**src/rtl/range_loader.sv**
```systemverilog
`timescale 1ns/1ps
// range_loader: turns an ASCII stream of "low-high" lines into range FIFO writes.
// Each good line becomes one FIFO word. Malformed lines and lines with low > high are
// dropped and counted. A blank line ends the range section and parks the block in DONE.
//
// Input handshake: a byte moves when in_valid && in_ready on a rising range_clk edge.
// in_valid may be raised or dropped on any cycle. in_ready is low only while a parsed
// range is waiting for FIFO space, and during rst.
module range_loader #(
   parameter int ADDR_W = 17,
   parameter int CNT_W  = 16
) (
   input  logic              range_clk,
   input  logic              rst,
   input  logic [7:0]        in_byte,
   input  logic              in_valid,
   output logic              in_ready,
   input  logic              fifo_full,
   output logic              wr_en,
   output logic [ADDR_W-1:0] input_range_low,
   output logic [ADDR_W-1:0] input_range_high,
   output logic              input_range_fresh,
   output logic              done,
   output logic              err,
   output logic [CNT_W-1:0]  range_count,
   output logic [CNT_W-1:0]  drop_count
);

   localparam int ACC_W = ADDR_W + 4;

   typedef enum logic [2:0] {
      S_LOW  = 3'd0,
      S_HIGH = 3'd1,
      S_EMIT = 3'd2,
      S_SKIP = 3'd3,
      S_DONE = 3'd4
   } state_t;

   state_t            state, state_next;
   logic [ADDR_W-1:0] acc, acc_next;
   logic [ADDR_W-1:0] low_q, low_next;
   logic              seen_digit, seen_next;
   logic              accept;
   logic              is_digit, is_dash, is_lf, is_cr;
   logic [ACC_W-1:0]  acc_wide;
   logic              acc_ovf;
   logic              bad_line;
   logic              out_load;
   logic              set_done, set_err;
   logic              drop_inc, range_inc;

   assign in_ready          = (state != S_EMIT) && !rst;
   assign wr_en             = (state == S_EMIT) && !fifo_full && !rst;
   assign input_range_fresh = 1'b1;
   assign accept            = in_valid && in_ready;

   assign is_digit = (in_byte >= 8'h30) && (in_byte <= 8'h39);
   assign is_dash  = (in_byte == 8'h2D);
   assign is_lf    = (in_byte == 8'h0A);
   assign is_cr    = (in_byte == 8'h0D);

   // Extra headroom bits so one digit step can never wrap; anything above ADDR_W bits is overflow.
   assign acc_wide = (ACC_W'(acc) * ACC_W'(10)) + ACC_W'(in_byte[3:0]);
   assign acc_ovf  = |acc_wide[ACC_W-1:ADDR_W];

   // Next-state and datapath control for the line parser
   always_comb begin
      state_next = state;
      acc_next   = acc;
      seen_next  = seen_digit;
      low_next   = low_q;
      out_load   = 1'b0;
      set_done   = 1'b0;
      set_err    = 1'b0;
      drop_inc   = 1'b0;
      range_inc  = 1'b0;
      bad_line   = 1'b0;
      case (state)
         S_LOW: begin
            if (accept && !is_cr) begin
               if (is_digit) begin
                  if (acc_ovf) begin
                     bad_line = 1'b1;
                  end else begin
                     acc_next  = acc_wide[ADDR_W-1:0];
                     seen_next = 1'b1;
                  end
               end else if (is_dash && seen_digit) begin
                  low_next   = acc;
                  acc_next   = '0;
                  seen_next  = 1'b0;
                  state_next = S_HIGH;
               end else if (is_lf && !seen_digit) begin
                  set_done   = 1'b1;
                  state_next = S_DONE;
               end else begin
                  bad_line = 1'b1;
               end
            end
         end
         S_HIGH: begin
            if (accept && !is_cr) begin
               if (is_digit) begin
                  if (acc_ovf) begin
                     bad_line = 1'b1;
                  end else begin
                     acc_next  = acc_wide[ADDR_W-1:0];
                     seen_next = 1'b1;
                  end
               end else if (is_lf && seen_digit) begin
                  acc_next  = '0;
                  seen_next = 1'b0;
                  if (low_q <= acc) begin
                     out_load   = 1'b1;
                     state_next = S_EMIT;
                  end else begin
                     drop_inc   = 1'b1;
                     state_next = S_LOW;
                  end
               end else begin
                  bad_line = 1'b1;
               end
            end
         end
         S_EMIT: begin
            if (wr_en) begin
               range_inc  = 1'b1;
               state_next = S_LOW;
            end
         end
         S_SKIP: begin
            if (accept && is_lf) begin
               state_next = S_LOW;
            end
         end
         S_DONE: begin
            state_next = S_DONE;
         end
         default: begin
            state_next = S_LOW;
         end
      endcase
      // A bad byte ends the line; if it was the newline itself there is nothing left to skip.
      if (bad_line) begin
         set_err    = 1'b1;
         drop_inc   = 1'b1;
         acc_next   = '0;
         seen_next  = 1'b0;
         state_next = is_lf ? S_LOW : S_SKIP;
      end
   end

   // Parser state register
   always_ff @(posedge range_clk) begin
      if (rst) begin
         state <= S_LOW;
      end else begin
         state <= state_next;
      end
   end

   // Accumulators, output range registers, sticky flags and saturating counters
   always_ff @(posedge range_clk) begin
      if (rst) begin
         acc              <= '0;
         low_q            <= '0;
         seen_digit       <= 1'b0;
         input_range_low  <= '0;
         input_range_high <= '0;
         done             <= 1'b0;
         err              <= 1'b0;
         range_count      <= '0;
         drop_count       <= '0;
      end else begin
         acc        <= acc_next;
         low_q      <= low_next;
         seen_digit <= seen_next;
         if (out_load) begin
            input_range_low  <= low_q;
            input_range_high <= acc;
         end
         if (set_done) begin
            done <= 1'b1;
         end
         if (set_err) begin
            err <= 1'b1;
         end
         if (range_inc && (range_count != '1)) begin
            range_count <= range_count + CNT_W'(1);
         end
         if (drop_inc && (drop_count != '1)) begin
            drop_count <= drop_count + CNT_W'(1);
         end
      end
   end

endmodule

```
**config.mk**
```make
export PLATFORM = sky130hd
export DESIGN_NAME = range_loader
export DESIGN_NICKNAME = d
export VERILOG_FILES = /design/src/rtl/range_loader.sv
export SDC_FILE = /design/constraint.sdc
export NUM_CORES = 1
export LEC_CHECK = 0
export CAP_MARGIN = 20
export CORE_MARGIN = 1
export CORE_UTILIZATION = 58
export CTS_BUF_LIST = sky130_fd_sc_hd__clkbuf_2 sky130_fd_sc_hd__clkbuf_4 sky130_fd_sc_hd__clkbuf_8
export CTS_CLUSTER_DIAMETER = 150
export DETAILED_ROUTE_END_ITERATION = 8
export PLACE_DENSITY = 0.83
export SLEW_MARGIN = 20
export SYNTH_ARGS = -nofsm -noshare
export SYNTH_HDL_FRONTEND = slang
export SYNTH_SLANG_ARGS = --single-unit
export TNS_END_PERCENT = 50
```
**constraint.sdc**
```tcl
create_clock -name range_clk -period 5.5 [get_ports range_clk]
set_input_delay 0.825 -clock range_clk [delete_from_list [all_inputs] [get_ports range_clk]]
set_output_delay 0.825 -clock range_clk [all_outputs]
set_load 0.1 [all_outputs]
```
* Yosys cells after proc, flatten, opt, wreduce, memory -nomap -nowiden
Cells that the tools add are included.
** Operators by class
- Add/subtract/negate cells :: 3
- $mul :: 1
- $lt $le $gt $ge :: 3
- Equality and inequality tests :: 22
- Multiplexer cells :: 57
- Bitwise gates (word level) :: 1
- Reductions and logical operators :: 23
** Operator list (number)
- 17-bit two-way mux :: 7
- 1-bit two-way mux :: 34
- 17-bit case mux with 2 select lines :: 1
- 16-bit by 1-bit adder with 16-bit output (second input constant) :: 2
- 16-bit inequality test (second input constant) :: 2
- 3-bit two-way mux :: 10
- 3-bit inequality test (second input constant) :: 9
- 21-bit by 4-bit adder with 21-bit output :: 1
- 17-bit by 3-bit multiplier with 20-bit output (second input constant) :: 1
- 17-bit less-or-equal comparator :: 1
- 8-bit by 4-bit equality test with 1-bit output (second input constant) :: 2
- 3-bit case mux with 5 select lines :: 1
- 1-bit logical AND :: 12
- 8-bit by 6-bit equality test with 1-bit output (second input constant) :: 1
- 8-bit by 6-bit >= comparator with 1-bit output (second input constant) :: 1
- 8-bit by 6-bit less-or-equal comparator with 1-bit output (second input constant) :: 1
- 8-bit AND reduction :: 1
- 3-bit by 2-bit equality test with 1-bit output (second input constant) :: 2
- 5-bit AND reduction :: 1
- 1-bit logical NOT :: 4
- 2-bit two-way mux :: 2
- 2-bit inequality test (second input constant) :: 2
- 4-bit inequality test (second input constant) :: 1
- 1-bit case mux with 2 select lines :: 2
- other kinds (9) :: 9
** Word-level totals
- Bits in registers :: 106
- Input bits :: 12
- Output and inout port bits :: 71
- Word-level logic and storage cells :: 120

* Depth between registers and ports, before layout
Gate-level depths: netlist of run 1.
- Depth after elaboration :: 9
- Mapped depth :: 15
- Gate-level depth less buffers :: 13

* Worst setup path after synthesis of run 1
OpenSTA, ideal clock, no wires.
- Path kind :: in2reg
- Start point :: input rst
- End point :: register range_count[15]
- Setup time :: 67 ps
- Arrival time :: 4684 ps
- Required time :: 5433 ps
- Path slack :: 749 ps
- Stages :: 8
- Cell sequence :: nor3b_1 -> a21boi_1 -> and4_1 -> nand2b_1 -> nor3_1 -> nand3_1 -> xor2_1 -> nor2_1
** On the way
- Longest elaborated chain between the ends :: 5
** RTL lines
- from (decl) :: line 14 : input logic rst,
- 1-bit logical NOT :: line 53 : assign wr_en = (state == S_EMIT) && !fifo_full && !rst;
- 1-bit logical AND :: line 53
- 1-bit two-way mux :: line 126 : if (wr_en) begin
- 1-bit two-way mux :: line 78 : case (state)
- 1-bit logical AND :: line 188 : if (range_inc && (range_count != '1)) begin
- to (signal assigned) :: line 189 : range_count <= range_count + CNT_W'(1);
- to (decl) :: line 25 : output logic [CNT_W-1:0] range_count,
Several ways; a longest one is shown, not always the timed one.
A chain may end at the register's enable or synchronous reset.

* Final worst setup path of run 1
- Start point :: register acc[1]
- End point :: register drop_count[15]
** On the way
- Longest elaborated chain between the ends :: 9
** RTL lines
- from (decl) :: line 40 : logic [ADDR_W-1:0] acc, acc_next;
- from (signal assigned) :: line 175 : acc <= acc_next;
- 17-bit by 3-bit multiplier with 20-bit output :: line 63 : assign acc_wide = (ACC_W'(acc) * ACC_W'(10)) + ACC_W'(in_byte[3:0]);
- 21-bit by 4-bit adder with 21-bit output :: line 63
- 4-bit OR reduction :: line 64 : assign acc_ovf = |acc_wide[ACC_W-1:ADDR_W];
- 1-bit two-way mux :: line 82, 104
- 1-bit two-way mux, on equally long branches :: line 103, 81
- 1-bit two-way mux, on equally long branches :: line 102, 80
- 1-bit case mux with 2 select lines :: line 78
- 1-bit two-way mux (*) :: line 144 : if (bad_line) begin
- 1-bit logical AND (*) :: line 191 : if (drop_inc && (drop_count != '1)) begin
- to (signal assigned) :: line 192 : drop_count <= drop_count + CNT_W'(1);
- to (decl) :: line 26 : output logic [CNT_W-1:0] drop_count
Mark *: on every way between the ends. The rest lies on a longest branch, timed or not.

==> results_dict.tcl, run 1 <==
set metrics [dict create \
    status "completed" \
    cp.required_ps 5810 \
    report.final.slew_viol_count 0 \
    die-area_um2 11300 \
    cts_root_buf "clkbuf_8" \
    grt_remaining_overflow 0 \
    avgSynthCellArea_um2 7.88 \
    sw_frac_of_total_pct 24.3 \
    synth-edff-count 0 \
    dr.pass1.iters 5 \
    synth_nets 865 \
    synth-async-reset-ratio_pct 0 \
    path_class "reg2reg" \
    post_cts_resized 0 \
    grt_max_degree 86 \
    finClkSkew_ps 11.8 \
    drive_above_1_share_pct 5.66 \
    cts_setup_buffers 0 \
    dp_hpwl_um 11900 \
    reg2reg_slack_ps 510 \
    yosysWarningCount 0 \
    dpl.cell_count 987 \
    clock-sinks 106 \
    rsz0062_at_grt "false" \
    ys_types 64 \
    yosysSeqAreaShare_pct 33.7 \
    end_kind "flop" \
    clockBufferDepth 2 \
    max_cap_viol_count 0 \
    post-route-period-util_pct 90.8 \
    die_w_um 106 \
    maxSlewHeadroom_pct 33.9 \
    cts_inserted_buffers 9 \
    grt_pass1_wl_um 26200 \
    antenna_cells 0 \
    fmax_ghz 0.200 \
    synth.top_cell.area_share_pct 33.7 \
    grt_pass1_vias 5461 \
    setup_viol 0 \
    wl_per_cell_um 15.8 \
    vias 5937 \
    num_rows 37 \
    p_clk_share_pct 35.3 \
    final_cells 1002 \
    cts_tree "yes" \
    synth_top_flop_cell "dfxtp_1" \
    area_growth_pct 17.0 \
    power.switching_w 0.000324 \
    antenna_found_initial 0 \
    die_h_um 106 \
    synth_common_cells "149 x nand2_1, 106 x dfxtp_1, 86 x a21oi_1" \
    vias_per_cell 5.93 \
    wl_um 15800 \
    p_leak_nw 2.70 \
    critical_path_arrival_ps 5300 \
    clk_latency_ps 380 \
    io_buffers 81 \
    ctsHoldBuffers 0 \
    netlist_area_um2 6290 \
    timing_hold_violations_final 0 \
    pwr-share-seq_pct 58.2 \
    p_int_w 0.00101 \
    critPathMaxFanout 31 \
    synth.area.top_cells "dfxtp_1 34%, ha_1 10%, nand2_1 8.9%" \
    grt_use_total_pct 28.7 \
    power.total_w 0.00133 \
    worst_setup_path_start_kind "flop" \
    drc 0 \
    synth_cells 799 \
    final_nets 928 \
    ys_ff_latch 106 \
    clk_pin_slew_ps 90 \
    drt_iter0_markers 387 \
    worstMarginPinSlew_ps 988 \
    min_period_ps 4990 \
    initial_utilization_pct 60.4 \
    gp_congestion 0.887 \
    power.density_nw_per_um2 181 \
    core-area_um2 10400 \
    yosysTopAreaCell "dfxtp_1" \
    holdWs_ps 455 \
    htreeDepth 3 \
    synth.most_common_cell "nand2_1" \
    hp-class "reg2reg" \
    pwr-share-comb_pct 6.5 \
    ir_drop_uv 122 \
    num_io_pins 83 \
    antenna_left 0 \
    fin_tns_setup_ps 0 \
    utilization_pct 70.7 \
    n_fill_cell 816 \
]
-- final cells by class --
class                   count  area [um2]  share of cell area [%]
repair buffers             91         881                    12.0
well taps                 136         170                    2.31
inverters                  28         105                    1.43
clock buffers              10         131                    1.78
flip-flops and latches    106        2120                    28.8
clock inverters             5        56.3                   0.765
multi-input cells         626        3900                    52.9
-- path summary, 6_finish.rpt --
check / startpoint / endpoint / depth (start not counted)
setup / recovery: acc[1]$_SDFFE_PP0P_ / drop_count[15]$_SDFFE_PP0P_ / 14
hold / removal: input_range_high[16]$_SDFFE_PP0P_ / input_range_high[16]$_SDFFE_PP0P_ / 2
setup reg to reg: acc[1]$_SDFFE_PP0P_ / drop_count[15]$_SDFFE_PP0P_ / 14
hold reg to reg: input_range_high[16]$_SDFFE_PP0P_ / input_range_high[16]$_SDFFE_PP0P_ / 2
-- state kept, by name, summed over array words and instances (netlist names) --
register          count
drop_count           16
low_q                17
err                   1
range_count          16
input_range_high     17
seen_digit            1
acc                  17
input_range_low      17
state                 3
done                  1
-- cells by family (layout without fill, tap and decap cells) --
| logic type | Yosys count | in the layout | share of synthesized area (%) |
|---|---|---|---|
| buf+inv | 67 | 134 | 4.39 |
| simple gates | 343 | 343 | 26.2 |
| xor+xnor | 36 | 36 | 5.01 |
| mux | 4 | 4 | 0.676 |
| other cells | 1 | 1 | 0.0596 |
| fa+ha+maj | 54 | 54 | 11.0 |
| flops | 106 | 106 | 33.7 |
| compound gates | 188 | 188 | 18.9 |
-- layout by cell type, fill, tap and decap left out, types with 9 or more instances in the layout --
cell	instances
a21o_1	12
a21oi_1	86
a21oi_2	9
and3_1	11
buf_4	10
clkbuf_8	9
clkdlybuf4s50_1	80
dfxtp_1	106
ha_1	52
inv_1	28
nand2_1	149
nand3_1	43
nand4_1	19
nor2_1	47
nor3_1	11
o21ai_0	22
xnor2_1	19
xor2_1	17
-- power groups by stage --
| stage | clock network (W) | registers (W) | logic, W |
|---|---|---|---|
| CTS | 0.000477 | 0.000775 | 0.0000859 |
| detailed placement | 0 | 0.000793 | 0.0000856 |
| finish | 0.000470 | 0.000775 | 0.0000867 |
| global placement | 0 | 0.000793 | 0.0000849 |
| floorplan | 0 | 0.000803 | 0.0000535 |
| global route | 0.000505 | 0.000776 | 0.0000934 |
-- routing by layer --
| metal | part of all wire [%] | vias to the layer above | global-route usage (%) | wire [um] |
|---|---|---|---|---|
| met5 | 0 | - | 0 | 0 |
| met4 | 1.4 | 0 | 9.92 | 219 |
| met3 | 3.9 | 16 | 2.88 | 620 |
| met2 | 47 | 148 | 47.0 | 7490 |
| met1 | 47 | 2809 | 39.2 | 7470 |
| li1 | - | 2964 | - | - |
-- critical path, cell delays in order, from the launching register on --
cell,delay [ps]
dfxtp_1,490
ha_1,290
ha_1,230
fa_1,400
a21o_1,200
a221oi_2,460
xnor2_1,220
nand4_1,240
or4b_4,570
nor4_2,250
mux2i_1,520
o32ai_2,150
buf_4,250
or4_1,490
a21oi_1,150
-- through the flow --
stage / area (um2) / setup slack (ps)
4_1_cts: 7360 / 540
5_1_grt: 7360 / 218
3_5_place_dp: 7180 / 565
2_1_floorplan: 6290 / 749
3_3_place_gp: 7180 / 730
6_report: 7360 / 505
(Power assumes the default switching activity.)
==> inputs of run 2 (changes only) <==
--- a/config.mk
+++ b/config.mk
@@ -11,6 +11,8 @@
 export CTS_BUF_LIST = sky130_fd_sc_hd__clkbuf_2 sky130_fd_sc_hd__clkbuf_4 sky130_fd_sc_hd__clkbuf_8
 export CTS_CLUSTER_DIAMETER = 150
 export DETAILED_ROUTE_END_ITERATION = 8
+export GPL_TIMING_DRIVEN = 0
+export HOLD_SLACK_MARGIN = 0.03
 export PLACE_DENSITY = 0.83
 export SLEW_MARGIN = 20
 export SYNTH_ARGS = -nofsm -noshare
==> run 2 against run 1 <==
Setup slack lost 110 ps. Clock power decreased by 9.4%. Largest cell class unchanged. Routed wire length increased by 5.0%. Combinational power rose by 12%. Via count up 3.3%.
==> results_dict.tcl, run 2 (same netlist as run 1, synthesis figures left out) <==
set metrics [dict create \
    seq_area_um2 2120 \
    antenna_cells 0 \
    ctsHoldBuffers 0 \
    worstMarginPinSlew_ps 1000 \
    io_buffers 81 \
    fmax_ghz 0.196 \
    fin_tns_setup_ps 0 \
    status "completed" \
    worst_slack_ps 395 \
    core-area_um2 10400 \
    cts_inserted_buffers 9 \
    wl_per_cell_um 16.1 \
    final_cells 1030 \
    antenna_left 0 \
    htreeDepth 3 \
    pwr-share-comb_pct 7.5 \
    drc 0 \
    sw_frac_of_total_pct 25.6 \
    clockBufferDepth 2 \
    min_period_ps 5100 \
    multi_input_area_um2 3900 \
    setup_viol 0 \
    finClkSkew_ps 16.3 \
    wl_um 16600 \
    layout_commonest_cell "nand2_1" \
    n_fill_cell 872 \
    clk_latency_ps 380 \
    maxSlewHeadroom_pct 33.1 \
    cp.required_ps 5810 \
    critPathMaxFanout 10 \
    p_clk_share_pct 32.8 \
    grt_pass1_vias 5865 \
    clock-sinks 106 \
    cts_tree "yes" \
    p_int_w 0.000965 \
    num_io_pins 83 \
    vias_per_cell 5.96 \
    grt_max_degree 17 \
    cts_root_buf "clkbuf_8" \
    vias 6134 \
    ir_drop_uv 182 \
    timing_hold_violations_final 0 \
    clk_pin_slew_ps 100 \
    final_cell_mix "149 x nand2_1, 106 x dfxtp_1, 86 x a21oi_1, 81 x clkdlybuf4s50_1, 52 x ha_1" \
    critical_path_arrival_ps 5410 \
    dpl.cell_count 1016 \
    power.switching_w 0.000332 \
    final_nets 957 \
    max_cap_viol_count 0 \
    power.density_nw_per_um2 174 \
    pwr-share-seq_pct 59.6 \
    p_leak_nw 2.71 \
    die_h_um 106 \
    grt_remaining_overflow 0 \
    dp_slack_ps 395 \
    drive_above_1_share_pct 4.81 \
    rsz0062_at_grt "false" \
    die_w_um 106 \
    num_rows 37 \
    dr.pass1.iters 7 \
    worst_setup_path_start_kind "flop" \
    dp_hpwl_um 12800 \
    post-route-period-util_pct 92.8 \
    area_growth_pct 18.2 \
    end_kind "flop" \
    report.final.slew_viol_count 0 \
    die-area_um2 11300 \
    gp_congestion 0.887 \
    drt_iter0_markers 311 \
    initial_utilization_pct 60.4 \
    hp-class "reg2reg" \
    grt_pass1_wl_um 27600 \
    grt_use_total_pct 30.3 \
    antenna_found_initial 0 \
    path_class "reg2reg" \
]
## run 2: path summary, 6_finish.rpt
check | startpoint | end | slack (ps) | depth (start not counted)
max | acc[1]$_SDFFE_PP0P_ | drop_count[11]$_SDFFE_PP0P_ | 400 | 14
min | input_range_low[8]$_SDFFE_PP0P_ | input_range_low[8]$_SDFFE_PP0P_ | 460 | 2
max reg2reg | acc[1]$_SDFFE_PP0P_ | drop_count[11]$_SDFFE_PP0P_ | 400 | 14
min reg2reg | input_range_low[8]$_SDFFE_PP0P_ | input_range_low[8]$_SDFFE_PP0P_ | 460 | 2
## run 2: power by group through the flow
stage	registers [W]	clock network [W]	logic, W
2_1_floorplan	0.000803	0	0.0000535
3_3_place_gp	0.000791	0	0.0000939
3_5_place_dp	0.000792	0	0.0000958
4_1_cts	0.000774	0.000430	0.0000962
5_1_grt	0.000775	0.000456	0.000104
6_report	0.000774	0.000426	0.0000973
## run 2: critical path, cell delays in order (launching register included)
cell,delay (ps)
dfxtp_1,560
ha_1,300
ha_1,230
fa_1,400
a21o_1,200
a221oi_2,530
o21ai_1,170
xor2_1,320
or4b_4,530
nor4_2,280
mux2i_2,440
o32ai_2,200
buf_2,250
or4_1,480
a21oi_1,150
## run 2: layout make-up
class / count / area share [%]
sequential: 106 / 28.5
buffer: 39 / 2.30
multi-input combinational: 626 / 52.4
clock inverter: 4 / 0.387
tap: 136 / 2.29
clock buffer: 10 / 1.77
inverter: 28 / 1.41
timing repair buffer: 81 / 10.9
## run 2: per-stage QoR
| step | cell area (um2) | total power (W) | hold slack (ps) | util, % |
|---|---|---|---|---|
| floorplan | 6290 | 0.000857 | 445 | - |
| global placement | 7270 | 0.000885 | 438 | 69.8 |
| detailed placement | 7270 | 0.000888 | 445 | 69.8 |
| CTS | 7430 | 0.00130 | 456 | 71.4 |
| global route | 7440 | 0.00133 | 481 | 71.4 |
| finish | 7440 | 0.00130 | 455 | 71.4 |
## run 2: layer usage
metal / GRT usage [%] / wire length (um)
met1: 39.2 / 7370
met2: 50.9 / 7930
met3: 5.21 / 957
met4: 10.5 / 335
met5: 0 / 0
## run 2: what timing repair did
action | 4_1_cts | 5_1_grt
resized for setup | 0 | 1
endpoints found under the setup margin | 0 | 1
buffers inserted | 0 | 0
==> inputs of run 3 (changes only) <==
--- a/config.mk
+++ b/config.mk
@@ -5,7 +5,7 @@
 export SDC_FILE = /design/constraint.sdc
 export NUM_CORES = 1
 export LEC_CHECK = 0
-export CAP_MARGIN = 20
+export CAP_MARGIN = 30
 export CORE_MARGIN = 1
 export CORE_UTILIZATION = 58
 export CTS_BUF_LIST = sky130_fd_sc_hd__clkbuf_2 sky130_fd_sc_hd__clkbuf_4 sky130_fd_sc_hd__clkbuf_8
==> results of run 3 <==
Final layout, timing and power as in run 2 (identical DEF).
